## config.mk

```make
export PLATFORM = sky130hd
export DESIGN_NAME = irq_ctrl
export DESIGN_NICKNAME = d
export VERILOG_FILES = /design/src/rtl/irq_ctrl.sv
export SDC_FILE = /design/constraint.sdc
export NUM_CORES = 1
export LEC_CHECK = 0
export BUFFER_PORTS_ARGS = -buffer_cell sky130_fd_sc_hd__buf_2
export CAP_MARGIN = 20
export CORE_UTILIZATION = 48
export CTS_CLUSTER_SIZE = 24
export DETAILED_ROUTE_END_ITERATION = 8
export GPL_TIMING_DRIVEN = 0
export PLACE_DENSITY = 0.82
export SYNTH_ARGS = -nofsm -noshare
export SYNTH_HDL_FRONTEND = slang
export SYNTH_SLANG_ARGS = --single-unit
export TNS_END_PERCENT = 1
```

## constraint.sdc

```tcl
create_clock -name clk -period 4.6 [get_ports clk]
set_clock_uncertainty 0.2 [all_clocks]
set_input_delay 0 -clock clk [delete_from_list [all_inputs] [get_ports clk]]
set_output_delay 0 -clock clk [all_outputs]
set_load 0.1 [all_outputs]
```

## src/rtl/irq_ctrl.sv

```systemverilog
// irq_ctrl -- interrupt controller for the board timer/button sources.
//
// Each source is edge-detected into a pending bit. The pending bits are masked
// by an enable register and a priority encoder (index 0 highest) picks the
// source to request. One level interrupt carrying that source's ID is held
// until software acknowledges it or withdraws the request. After that the
// request line is held low for HOLDOFF cycles so the CPU sees a clean gap.
//
// Ports:
//   clk       system clock (clk_100mhz domain)
//   rst       synchronous active-high reset
//   irq_src   source levels, synchronous to clk
//   ic_sel    register window selected by the bus decode
//   ic_we     write strobe, used only when ic_sel=1
//   reg_addr  register index: 0 PENDING(W1C), 1 ENABLE, 2 CLAIM(RO), 3 ACK(WO)
//   wdata     write data
//   rdata     combinational read data
//   int_out   level interrupt request to the CPU
//   int_id    ID of the requested source, valid while int_out=1
module irq_ctrl #(
    parameter int N_SRC   = 4,
    parameter int HOLDOFF = 4
) (
    input  logic             clk,
    input  logic             rst,
    input  logic [N_SRC-1:0] irq_src,
    input  logic             ic_sel,
    input  logic             ic_we,
    input  logic [1:0]       reg_addr,
    input  logic [31:0]      wdata,
    output logic [31:0]      rdata,
    output logic             int_out,
    output logic [3:0]       int_id
);

    typedef enum logic [1:0] {
        ST_IDLE = 2'd0,
        ST_REQ  = 2'd1,
        ST_GAP  = 2'd2
    } state_t;

    localparam logic [7:0] GAP_LAST = 8'(HOLDOFF - 1);

    // Lowest set index wins; scanning downwards lets lower indices overwrite.
    function automatic logic [3:0] prio_enc(input logic [N_SRC-1:0] vec);
        logic [3:0] id;
        id = 4'd0;
        for (int i = N_SRC - 1; i >= 0; i--) begin
            id = vec[i] ? 4'(i) : id;
        end
        return id;
    endfunction

    state_t             state_r, state_nxt_s;
    logic [N_SRC-1:0]   prev_r;
    logic [N_SRC-1:0]   pending_r, pending_nxt_s;
    logic [N_SRC-1:0]   en_r, en_nxt_s;
    logic [3:0]         int_id_r, int_id_nxt_s;
    logic               int_out_r, int_out_nxt_s;
    logic [7:0]         gap_cnt_r, gap_cnt_nxt_s;

    logic [N_SRC-1:0]   edge_s;
    logic [N_SRC-1:0]   req_s;
    logic [N_SRC-1:0]   id_onehot_s;
    logic [N_SRC-1:0]   clr_s;
    logic               wr_s;
    logic               ack_hit_s;
    logic               withdrawn_s;

    assign edge_s  = irq_src & ~prev_r;
    assign req_s   = pending_r & en_r;
    assign int_out = int_out_r;
    assign int_id  = int_id_r;

    // Register-window writes and the pending/enable next values.
    always_comb begin
        wr_s = ic_sel & ic_we;
        for (int i = 0; i < N_SRC; i++) begin
            id_onehot_s[i] = (int_id_r == 4'(i));
        end
        // int_id_r is always below N_SRC, so a matching ID is also in range.
        ack_hit_s = (state_r == ST_REQ) && wr_s && (reg_addr == 2'd3)
                    && (wdata[3:0] == int_id_r);
        if (wr_s && (reg_addr == 2'd0)) begin
            clr_s = wdata[N_SRC-1:0];
        end else begin
            clr_s = {N_SRC{1'b0}};
        end
        if (ack_hit_s) begin
            clr_s = clr_s | id_onehot_s;
        end else begin
            clr_s = clr_s;
        end
        if (wr_s && (reg_addr == 2'd1)) begin
            en_nxt_s = wdata[N_SRC-1:0];
        end else begin
            en_nxt_s = en_r;
        end
        // A new edge beats a clear of the same bit in the same cycle.
        pending_nxt_s = (pending_r & ~clr_s) | edge_s;
        // Request for the frozen ID disappears once either its pending or enable bit drops.
        withdrawn_s   = ~|(pending_nxt_s & en_nxt_s & id_onehot_s);
    end

    // Request FSM: next state, latched ID, hold-off counter and int_out.
    always_comb begin
        state_nxt_s   = state_r;
        int_id_nxt_s  = int_id_r;
        gap_cnt_nxt_s = 8'd0;
        case (state_r)
            ST_IDLE: begin
                if (|req_s) begin
                    state_nxt_s  = ST_REQ;
                    int_id_nxt_s = prio_enc(req_s);
                end else begin
                    state_nxt_s  = ST_IDLE;
                end
            end
            ST_REQ: begin
                if (ack_hit_s || withdrawn_s) begin
                    state_nxt_s = ST_GAP;
                end else begin
                    state_nxt_s = ST_REQ;
                end
            end
            ST_GAP: begin
                if (gap_cnt_r == GAP_LAST) begin
                    state_nxt_s = ST_IDLE;
                end else begin
                    gap_cnt_nxt_s = gap_cnt_r + 8'd1;
                end
            end
            default: begin
                state_nxt_s = ST_IDLE;
            end
        endcase
        int_out_nxt_s = (state_nxt_s == ST_REQ);
    end

    // State and register update with synchronous reset.
    always_ff @(posedge clk) begin
        if (rst) begin
            state_r   <= ST_IDLE;
            prev_r    <= {N_SRC{1'b1}};
            pending_r <= {N_SRC{1'b0}};
            en_r      <= {N_SRC{1'b0}};
            int_id_r  <= 4'd0;
            int_out_r <= 1'b0;
            gap_cnt_r <= 8'd0;
        end else begin
            state_r   <= state_nxt_s;
            prev_r    <= irq_src;
            pending_r <= pending_nxt_s;
            en_r      <= en_nxt_s;
            int_id_r  <= int_id_nxt_s;
            int_out_r <= int_out_nxt_s;
            gap_cnt_r <= gap_cnt_nxt_s;
        end
    end

    // Read mux; unused bits read as zero.
    always_comb begin
        rdata = 32'd0;
        case (reg_addr)
            2'd0: rdata[N_SRC-1:0] = pending_r;
            2'd1: rdata[N_SRC-1:0] = en_r;
            2'd2: begin
                rdata[31]  = int_out_r;
                rdata[3:0] = int_id_r;
            end
            2'd3:    rdata = 32'd0;
            default: rdata = 32'd0;
        endcase
    end

endmodule
```

### Word-level counts from Yosys, hierarchy flattened

Index checks and enable logic that the tools add are counted.

| storage, ports and cells | value |
|---|---|
| register bits | 27 |
| input port bits | 42 |
| output and inout bits | 37 |
| word-level logic and storage cells | 57 |

| operators by class | value |
|---|---|
| add/sub/neg operators | 1 |
| eq/ne operators | 11 |
| muxes and demuxes | 13 |
| bitwise logic cells | 11 |
| reductions and logical operators | 14 |

Operator list:

| kind | number |
|---|---|
| $and 4x4->4 | 5 |
| $pmux 4 s4 | 1 |
| $mux 2 | 6 |
| $mux 4 | 3 |
| $add 8x1->8 const B | 1 |
| $eq 4x2->1 const B | 2 |
| $eq 8x2->1 const B | 1 |
| $not 4->4 | 2 |
| $or 4x4->4 | 2 |
| $reduce_or 4->1 | 2 |
| $eq 2x1->1 const B | 3 |
| $eq 2x2->1 const B | 3 |
| $pmux 2 s3 | 1 |
| $logic_and 1x1->1 | 5 |
| $eq 4x1->1 const B | 1 |
| $eq 4x4->1 | 1 |
| $logic_not 2->1 | 2 |
| $logic_not 4->1 | 1 |
| $reduce_or 3->1 | 1 |
| $mux 1 | 2 |
| $reduce_and 2->1 | 1 |
| $and 1x1->1 | 1 |
| $logic_not 1->1 | 1 |
| $logic_or 1x1->1 | 1 |
| $not 1->1 | 1 |

### Depth between registers and ports, before layout

| depth | value |
|---|---|
| depth after elaboration | 16 |
| mapped depth | 7 |
| mapped depth without buffers | 6 |

### Least setup slack after synthesis

OpenSTA, ideal clock, no wires.

| timing | value |
|---|---|
| kind | reg-to-output |
| from | register en_r[0] |
| to | output rdata[0] |
| data arrival time | 2.522 ns |
| required time | 4.400 ns |
| slack | 1.878 ns |
| stages on the path, launching flop included | 3 |
| path buffers | 0 |
| path through | dfxtp_1 > mux2i_1 > o21ai_0 |

| between the ends | value |
|---|---|
| word-level cells in the longest chain between the ends | 1 |

RTL lines:

| what | line | RTL |
|---|---|---|
| start: declaration | 57 | `logic [N_SRC-1:0] en_r, en_nxt_s;` |
| start signal: assignment | 146 | `en_r <= {N_SRC{1'b0}};` |
| start signal: assignment | 154 | `en_r <= en_nxt_s;` |
| $pmux 4 s4 | 164 | `case (reg_addr)` |
| end: declaration | 31 | `output logic [31:0] rdata,` |

Every way passes these cells.

### Worst setup path after layout

| timing | value |
|---|---|
| from | input wdata[3] |
| to | register int_out_r (netlist: int_out) |

| between the ends | value |
|---|---|
| word-level cells in the longest chain between the ends | 14 |
| elaborated cells on any way between the ends | 17 |
| classes of those cells | eq/ne: 2; mux: 5; bitwise: 6; reduce/logical: 4 |

RTL lines:

| what | line | RTL |
|---|---|---|
| start: declaration | 30 | `input logic [31:0] wdata,` |
| $eq 4x4->1 or $mux 4 (tied branches) | 83, 84 |  |
| $logic_and 1x1->1 or $or 4x4->4 (tied branches) | 83, 90 |  |
| $mux 4 | 89 | `if (ack_hit_s) begin` |
| $not 4->4 | 100 | `pending_nxt_s = (pending_r & ~clr_s) \| edge_s;` |
| $and 4x4->4 | 100 |  |
| $or 4x4->4 | 100 |  |
| $and 4x4->4 (2 in a row) | 102 | `withdrawn_s = ~\|(pending_nxt_s & en_nxt_s & id_onehot_s);` |
| $reduce_or 4->1 | 102 |  |
| $logic_not 1->1 | 102 |  |
| $logic_or 1x1->1 (*) | 120 | `if (ack_hit_s \|\| withdrawn_s) begin` |
| $mux 2 (*) | 120 |  |
| $pmux 2 s3 (*) | 110 | `case (state_r)` |
| $eq 2x1->1 (*) | 137 | `int_out_nxt_s = (state_nxt_s == ST_REQ);` |
| end signal: assignment | 156 | `int_out_r <= int_out_nxt_s;` |
| end: declaration | 59 | `logic int_out_r, int_out_nxt_s;` |

Mark *: on every way between the ends. The rest lies on a longest branch, timed or not.
A chain may end at the register's enable or synchronous reset.

==> metrics <==
status finished, violations left; relative slew slack 66.7%; Max Slew Vio Count 0; VDD IR-drop max 0.216 mV; die height 57.6 um; synthesis warning total 0; PD cells 268 nW/um^2; drt pass-1 iters 6; register area 500 um^2; top cell type's share of synthesized area 33.7%; # diodes 0; Post-synth EDFFs 0; Seq/Total Area, Yosys 33.7%; worst skew pair latency 0.32 ns; Seq pwr share 45.5%; switching pwr 202 uW; largest net degree at the start of global routing 16; num ports 79; clk slew on worst S/H paths 0.14 ns; crit start category input pin; DR vias/cell 4.65; post-synth cell types 38; total CTS buffers 3; Filler Cells Inserted 258; final setup fails 0; first-pass GRT wire length 4160 um; CP Capture Type flip-flop; most instantiated cells after synthesis buf_4, dfxtp_1, nor2_1; # H-tree levels 1; Pleak 0.874 nW; Layout area overhead 23.8%; Avg Inst Size Synth 8.25 um^2; crit-path max FO 6; maxcap violations 0; Clock Sinks 25; Post-DRT Antenna Nets 0; port bufs 20; vias after detailed routing 1,261; leading area contributor after synthesis dfxtp_1; Core Box Area 2850 um^2; drt wl/cell 10.0 um; Logic pwr share 34.2%; Clock Tree Buf Depth 2; Post-synth ARST share 0%; largest family of logic cells by synthesized area simple AND/OR/NAND/NOR gates; fin crit period 2.41 ns; CTS tree yes; Synth Instances 180; RSZ-0062 raised after global routing no; most frequent cell after synthesis buf_4; area of the multi-input gates 838 um^2; Hold Violations, Final 0; initial antenna violation count 0; DRT iter0 DRCs 26; routability cong. 0.796; internal power 291 uW; Hold Path Class in -> reg; Final Instance Area 1840 um^2; postcts setup bufs 0; WS Path Type in -> reg; Post-Synth Adder-Cell Area 0.842%; total power 494 uW; Worst Tran Pin Value 0.496 ns; CTS root buffer clkbuf_4; share of layout cells above drive strength 1 26.3%; multiplexer share of the synthesized area 5.39%; post-route clock period utilization 52.5%; gr usage total 15.9%; fmax 0.414 GHz; Die ar. 3320 um^2; Data required, critical path 4.62 ns; final global-route overflow total 0; Routed Wire Length 2720 um; Synth Area in Compound Gates 8.09%; DP HPWL 2110 um; Synth Flop Type dfxtp_1; row count 19; NumNets Final 284; Critical Path AT 2.44 ns; Sw Share 41.0%; Total Negative Setup Slacks 0 ns; vias in the first global route 1,037; Post-Synth Simple-Gate Area 31.3%; Synth area leaders dfxtp_1, buf_4, nor2_1; Residual DRC 5; Synth Area in XOR/XNOR 3.54%; failing checks DRC; Starting Density 52.1%; Horiz. Die Dim 57.6 um; placed inst area 1730 um^2; Mapped Area 1490 um^2; register bit total from synthesis 25; Clk pwr share 20.3%
## layout make-up
type                    instances  share of cell area (%)
inverters                       2                   0.408
repair buffers                 28                    9.80
well taps                      31                    2.11
clock inverters                 1                   0.408
flip-flops and latches         25                    27.2
clock buffers                   3                    1.22
plain buffers                  34                    13.3
multi-input cells             147                    45.6
## layer usage
metal	GRT usage (%)	vias to the layer above	wire length (um)
li1	-	682	-
met1	19.4	541	1250
met2	28.4	36	1330
met3	2.46	2	115
met4	5.57	0	22
met5	0	-	0
## worst max-delay path, stage by stage
cell and delay, ns:
dlygate4sd3_1 0.53, buf_2 0.14, or4_4 0.57, or4b_1 0.57
nand4b_1 0.15, a21oi_1 0.10, or3_1 0.37
## power groups by stage
stage	Sequential, mW	Combinational (mW)	Clock, mW
final	0.225	0.169	0.100
after global routing	0.226	0.175	0.114
after CTS	0.225	0.168	0.106
after detailed placement	0.230	0.162	0
after global placement	0.229	0.162	0
after floorplan	0.230	0.149	0
## per-stage QoR
| step | util, % | setup slack [ns] | instances | hold slack, ns |
|---|---|---|---|---|
| finish | 64.5 | 2.19 | 271 | 0.0181 |
| CTS | 64.5 | 2.22 | 271 | 0.00570 |
| global route | 64.5 | 2.16 | 271 | 0.0623 |
| detailed placement | 60.6 | 2.33 | 259 | -0.00120 |
| global placement | 60.6 | 2.32 | 259 | -0.000834 |
| floorplan | - | 1.88 | 208 | -0.0934 |
## kinds of logic (layout without fill, tap and decap cells)
family	count (synthesis)	in the layout
muxes	8	8
buffers and inverters	36	68
AOI/OAI and AO/OA	18	18
other	1	29
xor gates and xnor gates	6	6
DFF	25	25
and+or+nand+nor	85	85
adders and majority gates	1	1
## state kept, by name, summed over array words and instances, names as in the netlist
register   count
en_r           4
gap_cnt_r      8
int_id         2
int_out        1
pending_r      4
prev_r         4
state_r        2
## final timing paths
path | from | endpoint | slack [ns] | depth (start not counted)
hold reg to reg | gap_cnt_r[0] | gap_cnt_r[0] | 0.27 | 1
setup reg to reg | state_r[1] | int_out | 2.30 | 6
setup / recovery | wdata[3] | int_out | 2.19 | 7
hold / removal | reg_addr[0] | pending_r[0] | 0.02 | 5
## placed cells by master (no fill, tap or decap), types with 2 or more instances in the layout
master / synthesis / final
nor2b_1: 9 / 9
nand2b_1: 2 / 2
nand2_1: 15 / 15
a31oi_1: 2 / 2
or2_2: 5 / 5
buf_4: 29 / 29
or3_1: 3 / 3
nand3_1: 6 / 6
inv_1: 2 / 2
xnor2_1: 3 / 3
o21ai_0: 3 / 3
dfxtp_1: 25 / 25
dlygate4sd3_1: 0 / 8
nor4b_1: 3 / 3
clkbuf_4: 0 / 3
a21oi_1: 7 / 7
clkbuf_1: 3 / 3
a211oi_1: 2 / 2
mux2i_1: 8 / 8
nand4b_1: 4 / 4
conb_1: 1 / 29
nor2_1: 24 / 24
xor2_1: 3 / 3
buf_2: 0 / 20
or4_1: 5 / 5
## what timing repair did
item | 4_1_cts | 5_1_grt
gates resized for setup | 0 | 0
hold buffers | 8 | 0
hold endpoints to repair | 12 | 0
Note: power is estimated with default switching activity, not from simulation.
